<file path="config.mk">
export PLATFORM = sky130hd
export DESIGN_NAME = pipeline_sequencer
export DESIGN_NICKNAME = d
export VERILOG_FILES = /design/src/rtl/pipeline_sequencer.sv
export SDC_FILE = /design/constraint.sdc
export NUM_CORES = 1
export LEC_CHECK = 0
export ABC_AREA = 1
export BUFFER_PORTS_ARGS = -buffer_cell sky130_fd_sc_hd__buf_2
export CORE_ASPECT_RATIO = 0.9
export CORE_MARGIN = 2
export CORE_UTILIZATION = 40
export DETAILED_ROUTE_END_ITERATION = 12
export GPL_ROUTABILITY_DRIVEN = 0
export HOLD_SLACK_MARGIN = 0.02
export PLACE_DENSITY = 0.61
export REMOVE_ABC_BUFFERS = 1
export SLEW_MARGIN = 20
export SYNTH_ARGS = -nofsm -noshare
export SYNTH_HDL_FRONTEND = slang
export SYNTH_SLANG_ARGS = --single-unit
</file>
<file path="constraint.sdc">
create_clock -name clk -period 1.8 [get_ports clk]
set_input_delay 0.27 -clock clk [delete_from_list [all_inputs] [get_ports clk]]
set_output_delay 0.27 -clock clk [all_outputs]
set_load 0.05 [all_outputs]
</file>
<file path="src/rtl/pipeline_sequencer.sv">
// rtl/pipeline_sequencer.sv - stall/flush/freeze sequencer for the 3-stage pipeline
//
// Purpose:
//   Arbitrates load-use stalls, taken branches, multi-cycle MUL/DIV launches
//   and halt/resume. It drives the per-stage register enables, the s1 flush,
//   the s2 bubble and the MUL/DIV launch pulse. Outputs are Mealy, so an event
//   takes effect in the cycle it is seen.
//
// Parameters:
//   MD_TIMEOUT  - MD_WAIT cycles allowed before md_err / HALT (2..2^CNT_W-1)
//   FLUSH_DEPTH - cycles s1_flush stays high after a taken branch (1..4)
//   CNT_W       - width of the stall-cycle counter and the MD timeout counter
//
// Optional feature macro:
//   PIPE_PERF_CNT_EN - when defined, stall_cycles counts cycles with pc_en==0
//                      (saturating). When undefined, stall_cycles is tied to 0.
//
// Ports:
//   clk, rst_n      - clock (rising edge), asynchronous active-low reset
//   load_use_stall  - hazard unit stall request
//   branch_taken    - s2 branch resolved taken
//   md_start        - MUL/DIV instruction in s2 needs launch
//   md_done         - MUL/DIV result valid pulse
//   halt_req        - HALT opcode reached s2
//   resume          - external resume request (level)
//   pc_en, s1_en, s2_en, s3_en - pipeline register enables
//   s1_flush        - s1 register loads NOP
//   s2_bubble       - NOP injected into the s2->s3 register
//   md_go           - one-cycle launch pulse to MUL/DIV
//   halted          - sequencer is in HALT
//   md_err          - MUL/DIV timeout seen, sticky until resume
//   stall_cycles    - saturating count of cycles with pc_en==0

module pipeline_sequencer #(
    parameter int MD_TIMEOUT  = 64,
    parameter int FLUSH_DEPTH = 1,
    parameter int CNT_W       = 16
) (
    input  logic             clk,
    input  logic             rst_n,
    input  logic             load_use_stall,
    input  logic             branch_taken,
    input  logic             md_start,
    input  logic             md_done,
    input  logic             halt_req,
    input  logic             resume,
    output logic             pc_en,
    output logic             s1_en,
    output logic             s2_en,
    output logic             s3_en,
    output logic             s1_flush,
    output logic             s2_bubble,
    output logic             md_go,
    output logic             halted,
    output logic             md_err,
    output logic [CNT_W-1:0] stall_cycles
);

    typedef enum logic [1:0] {
        ST_RUN     = 2'd0,
        ST_MD_WAIT = 2'd1,
        ST_FLUSH   = 2'd2,
        ST_HALT    = 2'd3
    } state_t;

    // Last MD_WAIT cycle index: the counter starts at 0 on entry, so the
    // MD_TIMEOUT-th waiting cycle sees MD_TIMEOUT-1.
    localparam logic [CNT_W-1:0] MD_LAST    = CNT_W'(MD_TIMEOUT - 1);
    localparam logic [2:0]       FLUSH_INIT = 3'(FLUSH_DEPTH - 1);

    state_t           state;
    state_t           state_nxt;
    logic [CNT_W-1:0] md_cnt;
    logic [CNT_W-1:0] md_cnt_nxt;
    logic [2:0]       flush_cnt;
    logic [2:0]       flush_cnt_nxt;
    logic             md_err_q;
    logic             md_err_nxt;

    // Ungated Mealy outputs; the port values are forced low while rst_n is low.
    logic pc_en_c;
    logic s1_en_c;
    logic s2_en_c;
    logic s3_en_c;
    logic s1_flush_c;
    logic s2_bubble_c;
    logic md_go_c;
    logic halted_c;

    // State register
    always_ff @(posedge clk or negedge rst_n) begin
        if (!rst_n) begin
            state     <= ST_RUN;
            md_cnt    <= '0;
            flush_cnt <= '0;
            md_err_q  <= 1'b0;
        end else begin
            state     <= state_nxt;
            md_cnt    <= md_cnt_nxt;
            flush_cnt <= flush_cnt_nxt;
            md_err_q  <= md_err_nxt;
        end
    end

    // Next-state logic
    always_comb begin
        state_nxt     = state;
        md_cnt_nxt    = md_cnt;
        flush_cnt_nxt = flush_cnt;
        md_err_nxt    = md_err_q;
        case (state)
            ST_RUN: begin
                // Priority halt > load-use > md_start > branch; losers are
                // held upstream and re-presented later.
                if (halt_req) begin
                    state_nxt = ST_HALT;
                end else if (load_use_stall) begin
                    state_nxt = ST_RUN;
                end else if (md_start) begin
                    state_nxt  = ST_MD_WAIT;
                    md_cnt_nxt = '0;
                end else if (branch_taken && (FLUSH_DEPTH > 1)) begin
                    state_nxt     = ST_FLUSH;
                    flush_cnt_nxt = FLUSH_INIT;
                end
            end
            ST_MD_WAIT: begin
                md_cnt_nxt = md_cnt + CNT_W'(1);
                // md_done wins over a timeout landing in the same cycle.
                if (md_done) begin
                    state_nxt = ST_RUN;
                end else if (md_cnt == MD_LAST) begin
                    state_nxt  = ST_HALT;
                    md_err_nxt = 1'b1;
                end
            end
            ST_FLUSH: begin
                if (halt_req) begin
                    state_nxt = ST_HALT;
                end else begin
                    flush_cnt_nxt = flush_cnt - 3'd1;
                    if (flush_cnt == 3'd1) begin
                        state_nxt = ST_RUN;
                    end
                end
            end
            ST_HALT: begin
                if (resume) begin
                    state_nxt  = ST_RUN;
                    md_err_nxt = 1'b0;
                end
            end
            default: begin
                state_nxt = ST_RUN;
            end
        endcase
    end

    // Output logic
    always_comb begin
        pc_en_c     = 1'b1;
        s1_en_c     = 1'b1;
        s2_en_c     = 1'b1;
        s3_en_c     = 1'b1;
        s1_flush_c  = 1'b0;
        s2_bubble_c = 1'b0;
        md_go_c     = 1'b0;
        halted_c    = 1'b0;
        case (state)
            ST_RUN: begin
                if (halt_req) begin
                    pc_en_c = 1'b0;
                    s1_en_c = 1'b0;
                    s2_en_c = 1'b0;
                    s3_en_c = 1'b0;
                end else if (load_use_stall) begin
                    // Hold PC and s1, let the older instructions drain.
                    pc_en_c     = 1'b0;
                    s1_en_c     = 1'b0;
                    s2_bubble_c = 1'b1;
                end else if (md_start) begin
                    md_go_c     = 1'b1;
                    pc_en_c     = 1'b0;
                    s1_en_c     = 1'b0;
                    s2_en_c     = 1'b0;
                    s2_bubble_c = 1'b1;
                end else if (branch_taken) begin
                    s1_flush_c = 1'b1;
                end
            end
            ST_MD_WAIT: begin
                // On md_done s2 captures the result with all enables high.
                if (!md_done) begin
                    pc_en_c     = 1'b0;
                    s1_en_c     = 1'b0;
                    s2_en_c     = 1'b0;
                    s2_bubble_c = 1'b1;
                end
            end
            ST_FLUSH: begin
                if (halt_req) begin
                    pc_en_c = 1'b0;
                    s1_en_c = 1'b0;
                    s2_en_c = 1'b0;
                    s3_en_c = 1'b0;
                end else begin
                    s1_flush_c = 1'b1;
                end
            end
            ST_HALT: begin
                pc_en_c  = 1'b0;
                s1_en_c  = 1'b0;
                s2_en_c  = 1'b0;
                s3_en_c  = 1'b0;
                halted_c = 1'b1;
            end
            default: begin
                pc_en_c = 1'b0;
            end
        endcase
    end

    // Everything drops the moment reset asserts, independent of the clock.
    assign pc_en     = rst_n & pc_en_c;
    assign s1_en     = rst_n & s1_en_c;
    assign s2_en     = rst_n & s2_en_c;
    assign s3_en     = rst_n & s3_en_c;
    assign s1_flush  = rst_n & s1_flush_c;
    assign s2_bubble = rst_n & s2_bubble_c;
    assign md_go     = rst_n & md_go_c;
    assign halted    = rst_n & halted_c;
    assign md_err    = md_err_q;

`ifdef PIPE_PERF_CNT_EN
    logic [CNT_W-1:0] stall_q;

    always_ff @(posedge clk or negedge rst_n) begin
        if (!rst_n) begin
            stall_q <= '0;
        end else if (!pc_en_c && (stall_q != {CNT_W{1'b1}})) begin
            stall_q <= stall_q + CNT_W'(1);
        end
    end

    assign stall_cycles = stall_q;
`else
    assign stall_cycles = '0;
`endif

`ifndef SYNTHESIS
    always @(posedge clk) begin
        if (rst_n) begin
            assert (!(md_done && (state != ST_MD_WAIT)))
                else $error("md_done pulsed while not waiting on MUL/DIV");
            assert (!(md_start && branch_taken))
                else $error("md_start and branch_taken asserted together");
        end
    end
`endif

endmodule
</file>
* After elaboration in Yosys (flattened, before gate mapping)
Index checks and enable logic that the tools add are counted.
Word-level totals: flip-flop bits (word level) 22, bits of input ports 8, output and inout port bits 25, logic and storage cells 77
Cells by class: add/subtract/negate cells 2, equality and inequality tests 14, mux-type cells 41, bitwise gates (word level) 8, reductions and logical operators 8
Operator list (number):
- $mux W16 | 3
- $pmux W16 S2 | 1
- $mux W1 | 22
- $add A16 B1 Y16 const B | 1
- $eq A16 B6 Y1 const B | 1
- $mux W2 | 8
- $ne A2 B2 Y1 const B | 6
- $reduce_and A4 Y1 | 3
- $pmux W1 S2 | 4
- $pmux W1 S4 | 2
- $pmux W2 S4 | 1
- $and A1 B1 Y1 | 7
- $ne A3 B3 Y1 const B | 2
- $eq A2 B2 Y1 const B | 2
- $ne A4 B4 Y1 const B | 1
- $reduce_bool A2 Y1 | 2
- $eq A3 B1 Y1 const B | 1
- $sub A3 B1 Y3 const B | 1
- $eq A2 B1 Y1 const B | 1
- $logic_not A2 Y1 | 1
- $reduce_and A2 Y1 | 1
- $reduce_or A2 Y1 | 1
- $not A1 Y1 | 1

* Logic depth before layout (Yosys ltp)
Gate-level depths: netlist of the first run.
word-level depth 6, mapped depth 9, gate-level depth less buffers 9

* Worst setup path before layout of the first run
Ideal clock, no wire load.
path kind reg2out, start point register state[1], end point output s1_en, arrival time 2.262 ns, required time 1.530 ns, path slack -0.732 ns, cell stages (with the launch flop) 5, path buffers 1, cell sequence dfrtp_1 nor2_1 nand3_1 o21ai_0 buf_4
Between the ends: word-level cells in the longest chain between the ends 3, elaborated cells on any way between the ends 6, those cells by class 3 x eq/ne; 1 x mux; 1 x bitwise; 1 x reduce/logical
Ends and longest elaborated chain:
- start, declared | line 71 | state_t state;
- start signal, assigned | line 98 | state <= state_nxt;
- $eq A2 B2 Y1, or another cell as far along
- $pmux W1 S4 (*)
- $and A1 B1 Y1 (*)
- end, declared | line 48 | output logic s1_en,
Mark *: on every way between the ends. The rest lies on a longest branch, timed or not.

* Worst setup path in the final report of the first run
start point register state[0], end point output s1_en
Between the ends: word-level cells in the longest chain between the ends 3, elaborated cells on any way between the ends 6, those cells by class 3 x eq/ne; 1 x mux; 1 x bitwise; 1 x reduce/logical
Ends and longest elaborated chain:
- $eq A2 B2 Y1, or another cell as far along | line 169 | case (state)
- $pmux W1 S4 (*) | line 169
- $and A1 B1 Y1 (*) | line 225 | assign s1_en = rst_n & s1_en_c;
Marked as above.

==> impl_metrics.py, run 1 <==
metrics = {
    "outcome": {
        "status": "finished clean",
    },
    "clock_tree": {
        "clock_path_buffers": 2,
        "clk_latency_ns": 0.26,
        "numCtsBuffers": 3,
        "cts.reportedPaths.clkPinSlew_ns": 0.08,
        "clock_sinks": 22,
        "cts_max_level": 1,
        "clockRootBuffer": "clkbuf_8",
        "cts_tree": "built",
    },
    "routing": {
        "wire_per_inst_um": 11.9,
        "drt-pass1-iter-count": 4,
        "vias_per_cell": 4.97,
        "antenna_left": 0,
        "drt-initial-drc-count": 109,
        "drc": 0,
        "via_count": 1501,
        "wl_um": 3600,
    },
    "timing": {
        "hold_viol_final": 0,
        "fmax_ghz": 0.578,
        "period_share_pct": 96.1,
        "skew_ns": 0.00385,
        "setup_violations": 0,
        "drv_slew": 0,
        "fin_ws_ns": 0.0698,
        "hold_slack_ns": 0.0748,
        "finalCriticalPeriod_ns": 1.73,
    },
    "synth": {
        "synth_top_family_by_area": "simple AND/OR/NAND/NOR gates",
        "synthAdderAreaFrac_pct": 2.38,
        "synth_enable_flop_cells": 0,
        "avgSynthCellArea_um2": 6.71,
        "synthMuxAreaShare_pct": 0,
        "ys_seq_elements": 22,
        "syn_area_um2": 1580,
        "synth_warnings": 0,
        "synth_xor_area_share_pct": 1.67,
        "synth_ff_type": "dfrtp_1",
        "synth-seq-area-share_pct": 34.9,
        "synthesis.instances": 235,
        "ys_types": 26,
        "synthArstFlopShare_pct": 100,
        "synth-simple-area-share_pct": 37.4,
        "synth-compound-area-share_pct": 7.86,
    },
    "placed_design": {
        "portBuffers": 16,
        "place_hpwl_um": 2710,
        "dp_slack_ns": 0.226,
        "dpl-instance-area_um2": 1650,
    },
    "floorplan": {
        "die_y_um": 63.6,
        "initial_core_util_pct": 42.0,
        "core_um2": 3760,
        "die_w_um": 70.2,
        "pin_count": 33,
        "std_cell_rows": 21,
        "die_area_um2": 4460,
    },
    "critical_path": {
        "cp-endpoint": "s1_en",
        "start_kind": "register",
        "regToRegSetupSlack_ns": 0.27,
        "worstPathRequired_ns": 1.53,
        "worst_r2r_path_depth": 6,
        "cp.arrival_ns": 1.46,
        "regToRegStartpoint": "md_cnt[0]",
        "reg2reg_to": "md_cnt[8]",
        "worst-path-max-fanout": 5,
        "endpoint_kind": "output pin",
        "crit_path_start": "state[0]",
        "crit_type": "register to output pin",
    },
    "power_and_ir_drop": {
        "vdd_drop_max_mv": 0.759,
        "p_total_uw": 2630,
        "leakagePower_uw": 0.000896,
        "p_per_area_nw_per_um2": 1460,
    },
    "global_routing": {
        "grt_first_pass_wirelength_um": 6200,
        "grt_max_degree": 22,
        "grt_pass1_vias": 1300,
        "antenna_found_initial": 0,
        "overflow": 0,
        "grt_usage_pct": 17.6,
    },
    "final_layout": {
        "fin_nets": 269,
        "antenna_cells": 0,
        "syn_to_final_growth_pct": 14.4,
        "drive_gt1_share_pct": 15.6,
        "final_design_area_no_fill_um2": 1800,
        "layout_commonest_cell": "nand2_1",
        "final_cell_mix": "nand2_1, nor2_1, nand3_1",
        "fin_util_pct": 48.0,
    },
    "min_path": {
        "hold_class": "primary input to asynchronous set/reset pin",
    },
    "run": {
        "drv_cap": 0,
    },
}
==> routing by layer <==
layer / GRT usage (%) / up-vias / part of all wire, %
met4: 5.05 / 0 / 1.2
met3: 3.36 / 5 / 5.2
met5: 0 / - / 0
met2: 26.2 / 52 / 43
met1: 25.8 / 674 / 51
li1: - / 770 / -
==> cells in the mapped netlist, types with 2 or more instances <==
master | count | area, um2
nand2_1 | 62 | 233
nor2_1 | 34 | 128
nand3_1 | 29 | 145
inv_1 | 25 | 93.8
dfrtp_1 | 22 | 551
buf_4 | 17 | 128
o21ai_0 | 14 | 70.1
nand4_1 | 7 | 43.8
a21oi_1 | 4 | 20.0
ha_1 | 3 | 37.5
inv_2 | 2 | 7.51
xor2_1 | 2 | 17.5
==> kinds of logic (layout without fill, tap and decap cells) <==
kind of cell | count (synthesis) | in the layout
adders and majority gates | 3 | 3
DFF | 22 | 22
xor gates and xnor gates | 3 | 3
buffers and inverters | 46 | 52
AOI/OAI and AO/OA | 23 | 23
other | 1 | 16
and+or+nand+nor | 137 | 137
==> worst max-delay path, cell delays in order, from the launching register on <==
cell     delay [ns]
dfrtp_2        0.45
inv_4          0.08
nor2_4         0.13
inv_2          0.07
o21ai_2        0.12
nand2_2        0.09
o21ai_4        0.08
buf_6          0.18
==> cell type report <==
class / count / area, um2
Timing Repair Buffer: 22 / 158
Fill cell: 379 / 1950
Clock buffer: 3 / 41.3
Multi-Input combinational cell: 182 / 891
Sequential cell: 22 / 553
Tap cell: 46 / 57.6
Inverter: 27 / 104
==> how the worst min path moves through the flow <==
stage | depth (start not counted) | from | slack [ns] | to
2_1_floorplan | 0 | rst_n | -0.03 | flush_cnt[0]
3_3_place_gp | 1 | rst_n | 0.09 | state[1]
3_5_place_dp | 1 | rst_n | 0.09 | state[1]
4_1_cts | 2 | rst_n | 0.07 | md_cnt[10]
5_1_grt | 2 | rst_n | 0.09 | md_cnt[10]
6_report | 2 | rst_n | 0.07 | md_cnt[10]
==> metrics by stage <==
stage | TNS [ns] | std cells
2_1_floorplan | -3.34 | 231
3_3_place_gp | 0 | 296
3_5_place_dp | 0 | 296
4_1_cts | 0 | 300
5_1_grt | -0.0171 | 302
6_report | 0 | 302
==> power breakdown <==
part           internal (uW)  total, uW  switching [uW]
logic                    455       1320             862
registers                715       1010             297
clock network            149        302             153
==> repair_timing <==
item,CTS,global route
buffers inserted,0,2
hold buffers,1,0
setup endpoints to repair,6,6
resized for setup,8,20
pin swaps,0,2
endpoints found under the hold margin,1,0
==> registers in the layout, indices dropped and copies added, names as in the netlist <==
signal,count
md_cnt,16
state,2
flush_cnt,3
md_err,1
Note: power is estimated with default switching activity, not from simulation.
==> inputs of run 2 (changes only) <==
--- a/config.mk
+++ b/config.mk
@@ -10,9 +10,9 @@
 export CORE_ASPECT_RATIO = 0.9
 export CORE_MARGIN = 2
-export CORE_UTILIZATION = 40
+export CORE_UTILIZATION = 54
 export DETAILED_ROUTE_END_ITERATION = 12
 export GPL_ROUTABILITY_DRIVEN = 0
 export HOLD_SLACK_MARGIN = 0.02
-export PLACE_DENSITY = 0.61
+export PLACE_DENSITY = 0.79
 export REMOVE_ABC_BUFFERS = 1
 export SLEW_MARGIN = 20
==> constraint.sdc (replaced) <==
create_clock -name clk -period 1.8 [get_ports clk]
set_input_delay 0.36 -clock clk [delete_from_list [all_inputs] [get_ports clk]]
set_output_delay 0.36 -clock clk [all_outputs]
set_load 0.05 [all_outputs]
==> run 2 against run 1 <==
Effect of this change:
- worst hold slack lost 0.011 ns
- critical endpoint is now pc_en
- sequential power barely moved
- routed wire length is 0.53% lower
- the run now ends with setup timing left
- register-to-register slack got worse by 0.04 ns
- clock skew down 0.0015 ns
==> impl_metrics.py, run 2 (synthesis gave the netlist of run 1 again) <==
metrics = {
    "timing": {
        "skew_ns": 0.00232,
        "fin_ws_ns": -0.0922,
        "drv_slew": 0,
        "hold_viol_final": 0,
        "rsz0062_at_grt": "true",
        "setup_violations": 5,
        "tns_ns": -0.390,
        "finalCriticalPeriod_ns": 1.89,
        "period_share_pct": 105,
        "fmax_ghz": 0.528,
    },
    "clock_tree": {
        "cts.reportedPaths.clkPinSlew_ns": 0.12,
        "clockRootBuffer": "clkbuf_4",
        "clock_path_buffers": 2,
        "clock_sinks": 22,
        "cts_tree": "built",
        "numCtsBuffers": 3,
        "clk_latency_ns": 0.31,
        "cts_max_level": 1,
    },
    "critical_path": {
        "endpoint_kind": "output pin",
        "worst-path-max-fanout": 5,
        "cp.arrival_ns": 1.53,
        "regToRegStartpoint": "md_cnt[0]",
        "crit_chain": "nor2_4 -> nand3_1 -> o21ai_2 -> buf_6",
        "slowest_stage": "dfrtp_2",
        "slowest_delay_ns": 0.49,
        "start_kind": "register",
        "reg2reg_to": "md_cnt[12]",
        "regToRegSetupSlack_ns": 0.23,
        "crit_type": "register to output pin",
        "worstPathRequired_ns": 1.44,
        "worst_r2r_path_depth": 6,
    },
    "floorplan": {
        "die_y_um": 55.3,
        "pin_count": 33,
        "std_cell_rows": 18,
        "initial_core_util_pct": 56.9,
        "core_um2": 2770,
        "die_w_um": 61.0,
        "die_area_um2": 3370,
    },
    "routing": {
        "drt-pass1-iter-count": 4,
        "wl_um": 3580,
        "antenna_left": 0,
        "wire_per_inst_um": 11.9,
        "drc": 0,
        "vias_per_cell": 5.07,
        "drt-initial-drc-count": 90,
        "via_count": 1527,
    },
    "power_and_ir_drop": {
        "p_int_uw": 1290,
        "netSwitchingFraction_pct": 50.8,
        "power.share.clock_pct": 8.8,
        "p_sw_uw": 1330,
        "vdd_drop_max_mv": 0.788,
        "p_total_uw": 2620,
        "leakagePower_uw": 0.000923,
        "p_seq_share_pct": 38.4,
        "p_per_area_nw_per_um2": 1420,
        "combPwrFrac_pct": 52.9,
    },
    "run": {
        "drv_cap": 0,
    },
    "global_routing": {
        "overflow": 0,
        "antenna_found_initial": 0,
        "grt_first_pass_wirelength_um": 5820,
        "grt_pass1_vias": 1267,
        "grt_max_degree": 16,
        "grt_usage_pct": 22.6,
    },
    "final_layout": {
        "layout_commonest_cell": "nand2_1",
        "regMostFlops": "md_cnt",
        "regArea_um2": 553,
        "fin_nets": 274,
        "reg_top3": "md_cnt: 16 flops, flush_cnt: 3 flops, state: 2 flops",
        "final_cell_mix": "nand2_1, nor2_1, nand3_1",
        "fillCellCount": 241,
        "antenna_cells": 0,
        "multiInputGateArea_um2": 897,
        "largest_reg_flops": 16,
        "syn_to_final_growth_pct": 16.8,
        "drive_gt1_share_pct": 19.2,
    },
    "outcome": {
        "violations": "setup timing",
        "status": "complete, but fails checks",
    },
    "min_path": {
        "hold_class": "primary input to asynchronous set/reset pin",
    },
    "placed_design": {
        "place_hpwl_um": 2620,
        "portBuffers": 16,
    },
}
[run 2: changes by cell type in the layout (fill, tap and decap cells not counted), moves of 2 or more]
cell      change
nand2_1       -3
clkbuf_8      -3
clkbuf_4      +3
nand3_2       +2
nand2_2       +2
buf_6         +2
buf_4         +3
[run 2: stage by stage]
| stage | cell area [um2] | util, % | setup WS [ns] | hold slack (ns) | std cells |
|---|---|---|---|---|---|
| floorplan | 1490 | - | -1.41 | 0.0644 | 231 |
| global placement | 1660 | 59.8 | 0.109 | 0.201 | 292 |
| detailed placement | 1660 | 59.8 | 0.118 | 0.200 | 292 |
| CTS | 1810 | 65.4 | -0.0664 | 0.0324 | 301 |
| global route | 1840 | 66.5 | -0.165 | 0.0691 | 301 |
| finish | 1840 | 66.5 | -0.0922 | 0.0639 | 301 |
[run 2: metal layers]
layer / global-route usage [%] / vias up / wire, um
met5: 0 / - / 0
li1: - / 775 / -
met4: 3.73 / 0 / 33
met3: 5.15 / 4 / 187
met2: 33.0 / 49 / 1590
met1: 34.5 / 699 / 1770
[run 2: cell type report]
class                   instances  area share, %
multi-input cells             182           48.7
flip-flops and latches         22           30.0
repair buffers                 27           11.5
inverters                      27           5.77
well taps                      40           2.72
clock buffers                   3           1.22
[run 2: power by group through the flow]
stage	clock network [uW]	logic [uW]	registers, uW
floorplan	0	919	928
global placement	0	1150	981
detailed placement	0	1170	991
CTS	233	1330	999
global route	256	1550	1050
finish	230	1380	1000
[run 2: repair_timing]
action / CTS / global route
endpoints found under the setup margin: 7 / 7
gates resized for setup: 30 / 9
endpoints found under the hold margin: 3 / 0
buffers inserted: 5 / 0
hold buffers: 1 / 0
pin swaps: 4 / 4
cloned: 0 / 0
[run 2: critical path: cells and delay by family (launching register included)]
kind | cells | cell delay (ns)
buffers and inverters | 1 | 0.18
flip-flops | 1 | 0.49
AND/OR/NAND/NOR | 2 | 0.33
AO/OA/AOI/OAI | 1 | 0.21
[run 2: how the worst max path moves through the flow]
stage / from / end / cells after the start
3_3_place_gp: load_use_stall / s1_en / 5
4_1_cts: state[1] / s1_flush / 6
3_5_place_dp: load_use_stall / pc_en / 5
5_1_grt: state[1] / pc_en / 4
2_1_floorplan: state[1] / pc_en / 3
6_report: state[0] / pc_en / 4
==> inputs of run 3 (changes only) <==
RECOVER_POWER = 100   (was unset)
SETUP_SLACK_MARGIN = 0.1   (was unset)
==> run 3 against run 2 <==
Effect of this change:
- the flow still finishes with violations (setup timing)
- utilization shrank 0.090 points
- routed wire length rose by 0.28%
- global-route usage unchanged
- final cell count is the same
- clock skew is 0.0025 ns higher
- largest cell class unchanged
- largest power group unchanged
==> impl_metrics.py, run 3 (synthesis gave the netlist of run 1 again) <==
metrics = {
    "power_and_ir_drop": {
        "p_per_area_nw_per_um2": 1420,
        "vdd_drop_max_mv": 0.791,
        "leakagePower_uw": 0.000915,
        "p_total_uw": 2620,
    },
    "critical_path": {
        "crit_type": "register to output pin",
        "regToRegSetupSlack_ns": 0.33,
        "worst-path-max-fanout": 5,
        "reg2reg_to": "md_cnt[14]",
        "start_kind": "register",
        "endpoint_kind": "output pin",
        "worst_r2r_path_depth": 8,
        "worstPathRequired_ns": 1.44,
        "regToRegStartpoint": "md_cnt[0]",
        "cp.arrival_ns": 1.53,
    },
    "timing": {
        "hold_viol_final": 0,
        "fmax_ghz": 0.528,
        "setup_violations": 5,
        "tightest_slew_ns": 0.534,
        "slew_headroom_pct": 64.4,
        "fin_ws_ns": -0.0923,
        "drv_slew": 0,
        "rsz0062_at_grt": "true",
        "skew_ns": 0.00480,
        "period_share_pct": 105,
        "finalCriticalPeriod_ns": 1.89,
    },
    "global_routing": {
        "overflow": 0,
        "grt_max_degree": 16,
        "antenna_found_initial": 0,
        "grt_usage_pct": 22.6,
        "grt_pass1_vias": 1267,
        "grt_first_pass_wirelength_um": 5820,
    },
    "final_layout": {
        "antenna_cells": 0,
        "regMostFlops": "md_cnt",
        "reg_top3": "md_cnt: 16 flops, flush_cnt: 3 flops, state: 2 flops",
        "layout_commonest_cell": "nand2_1",
        "fin_nets": 274,
        "final_design_area_no_fill_um2": 1840,
        "final_cell_mix": "nand2_1, nor2_1, nand3_1",
        "syn_to_final_growth_pct": 16.7,
        "drive_gt1_share_pct": 18.8,
        "largest_reg_flops": 16,
    },
    "clock_tree": {
        "cts_tree": "built",
        "cts.reportedPaths.clkPinSlew_ns": 0.12,
        "clockRootBuffer": "clkbuf_4",
        "clk_latency_ns": 0.31,
        "cts_max_level": 1,
        "clock_sinks": 22,
        "numCtsBuffers": 3,
        "clock_path_buffers": 2,
    },
    "floorplan": {
        "die_w_um": 61.0,
        "initial_core_util_pct": 56.9,
        "core_um2": 2770,
        "die_area_um2": 3370,
        "std_cell_rows": 18,
        "die_y_um": 55.3,
        "pin_count": 33,
    },
    "run": {
        "drv_cap": 0,
    },
    "routing": {
        "wl_um": 3590,
        "wl_met3_um": 174,
        "drt-pass1-iter-count": 4,
        "met2_length_um": 1610,
        "via_count": 1524,
        "drt-initial-drc-count": 68,
        "wire_per_inst_um": 11.9,
        "wirelength_met1_um": 1770,
        "antenna_left": 0,
        "drc": 0,
        "vias_per_cell": 5.06,
        "routed.top_layer": "met4",
    },
    "placed_design": {
        "dpl-instance-area_um2": 1660,
        "place_hpwl_um": 2620,
        "portBuffers": 16,
    },
    "outcome": {
        "status": "complete, but fails checks",
        "violations": "setup timing",
    },
    "min_path": {
        "hold_class": "primary input to asynchronous set/reset pin",
    },
}
-- run 3: cell count changes in the layout (fill, tap and decap cells not counted), sizes merged --
cell,delta
buf,-3
clkbuf,+3
-- run 3: layout make-up --
| cell class | instances | area [um2] |
|---|---|---|
| Fill cell | 243 | 931 |
| Multi-Input combinational cell | 182 | 900 |
| Sequential cell | 22 | 553 |
| Timing Repair Buffer | 27 | 208 |
| Inverter | 27 | 106 |
| Tap cell | 40 | 50.0 |
| Clock buffer | 3 | 22.5 |
-- run 3: what timing repair did --
item,in CTS,in global routing
resized for setup,30,11
setup buffers,5,0
hold buffers,1,0
endpoints found under the setup margin,7,10
pin swaps,4,4
endpoints found under the hold margin,3,0
gates cloned,0,0
-- run 3: metrics by stage --
| step | std cells | hold WS, ns | utilization [%] | TNS [ns] | worst slack (ns) |
|---|---|---|---|---|---|
| after floorplan | 231 | 0.0644 | - | -3.92 | -1.41 |
| after global placement | 292 | 0.201 | 59.8 | 0 | 0.109 |
| after detailed placement | 292 | 0.200 | 59.8 | 0 | 0.118 |
| after CTS | 301 | 0.0324 | 65.4 | -0.294 | -0.0664 |
| after global routing | 301 | 0.217 | 66.4 | -0.846 | -0.165 |
| final | 301 | 0.179 | 66.4 | -0.387 | -0.0923 |
-- run 3: worst max-delay path by stage --
stage	start	endpoint	slack, ns	cells past startpoint
after floorplan	state[1]	pc_en	-1.41	3
after global placement	load_use_stall	s1_en	0.11	5
after detailed placement	load_use_stall	pc_en	0.12	5
after CTS	state[1]	s1_flush	-0.07	6
after global routing	state[1]	pc_en	-0.16	4
final	state[0]	pc_en	-0.09	4
-- run 3: power breakdown --
group | leakage, uW | switching (uW) | internal, uW
Combinational | 0.000612 | 889 | 499
Sequential | 0.000289 | 291 | 713
Clock | 0.0000138 | 148 | 78.3
-- run 3: worst max-delay path, stage by stage, from the launching register on --
cell	delay [ns]
dfrtp_2	0.49
nor2_4	0.16
nand3_1	0.17
o21ai_2	0.21
buf_6	0.18
-- run 3: layer usage --
layer	track usage, %	vias up
met4	3.73	0
met2	33.0	43
met5	0	-
li1	-	777
met3	5.15	4
met1	34.5	700
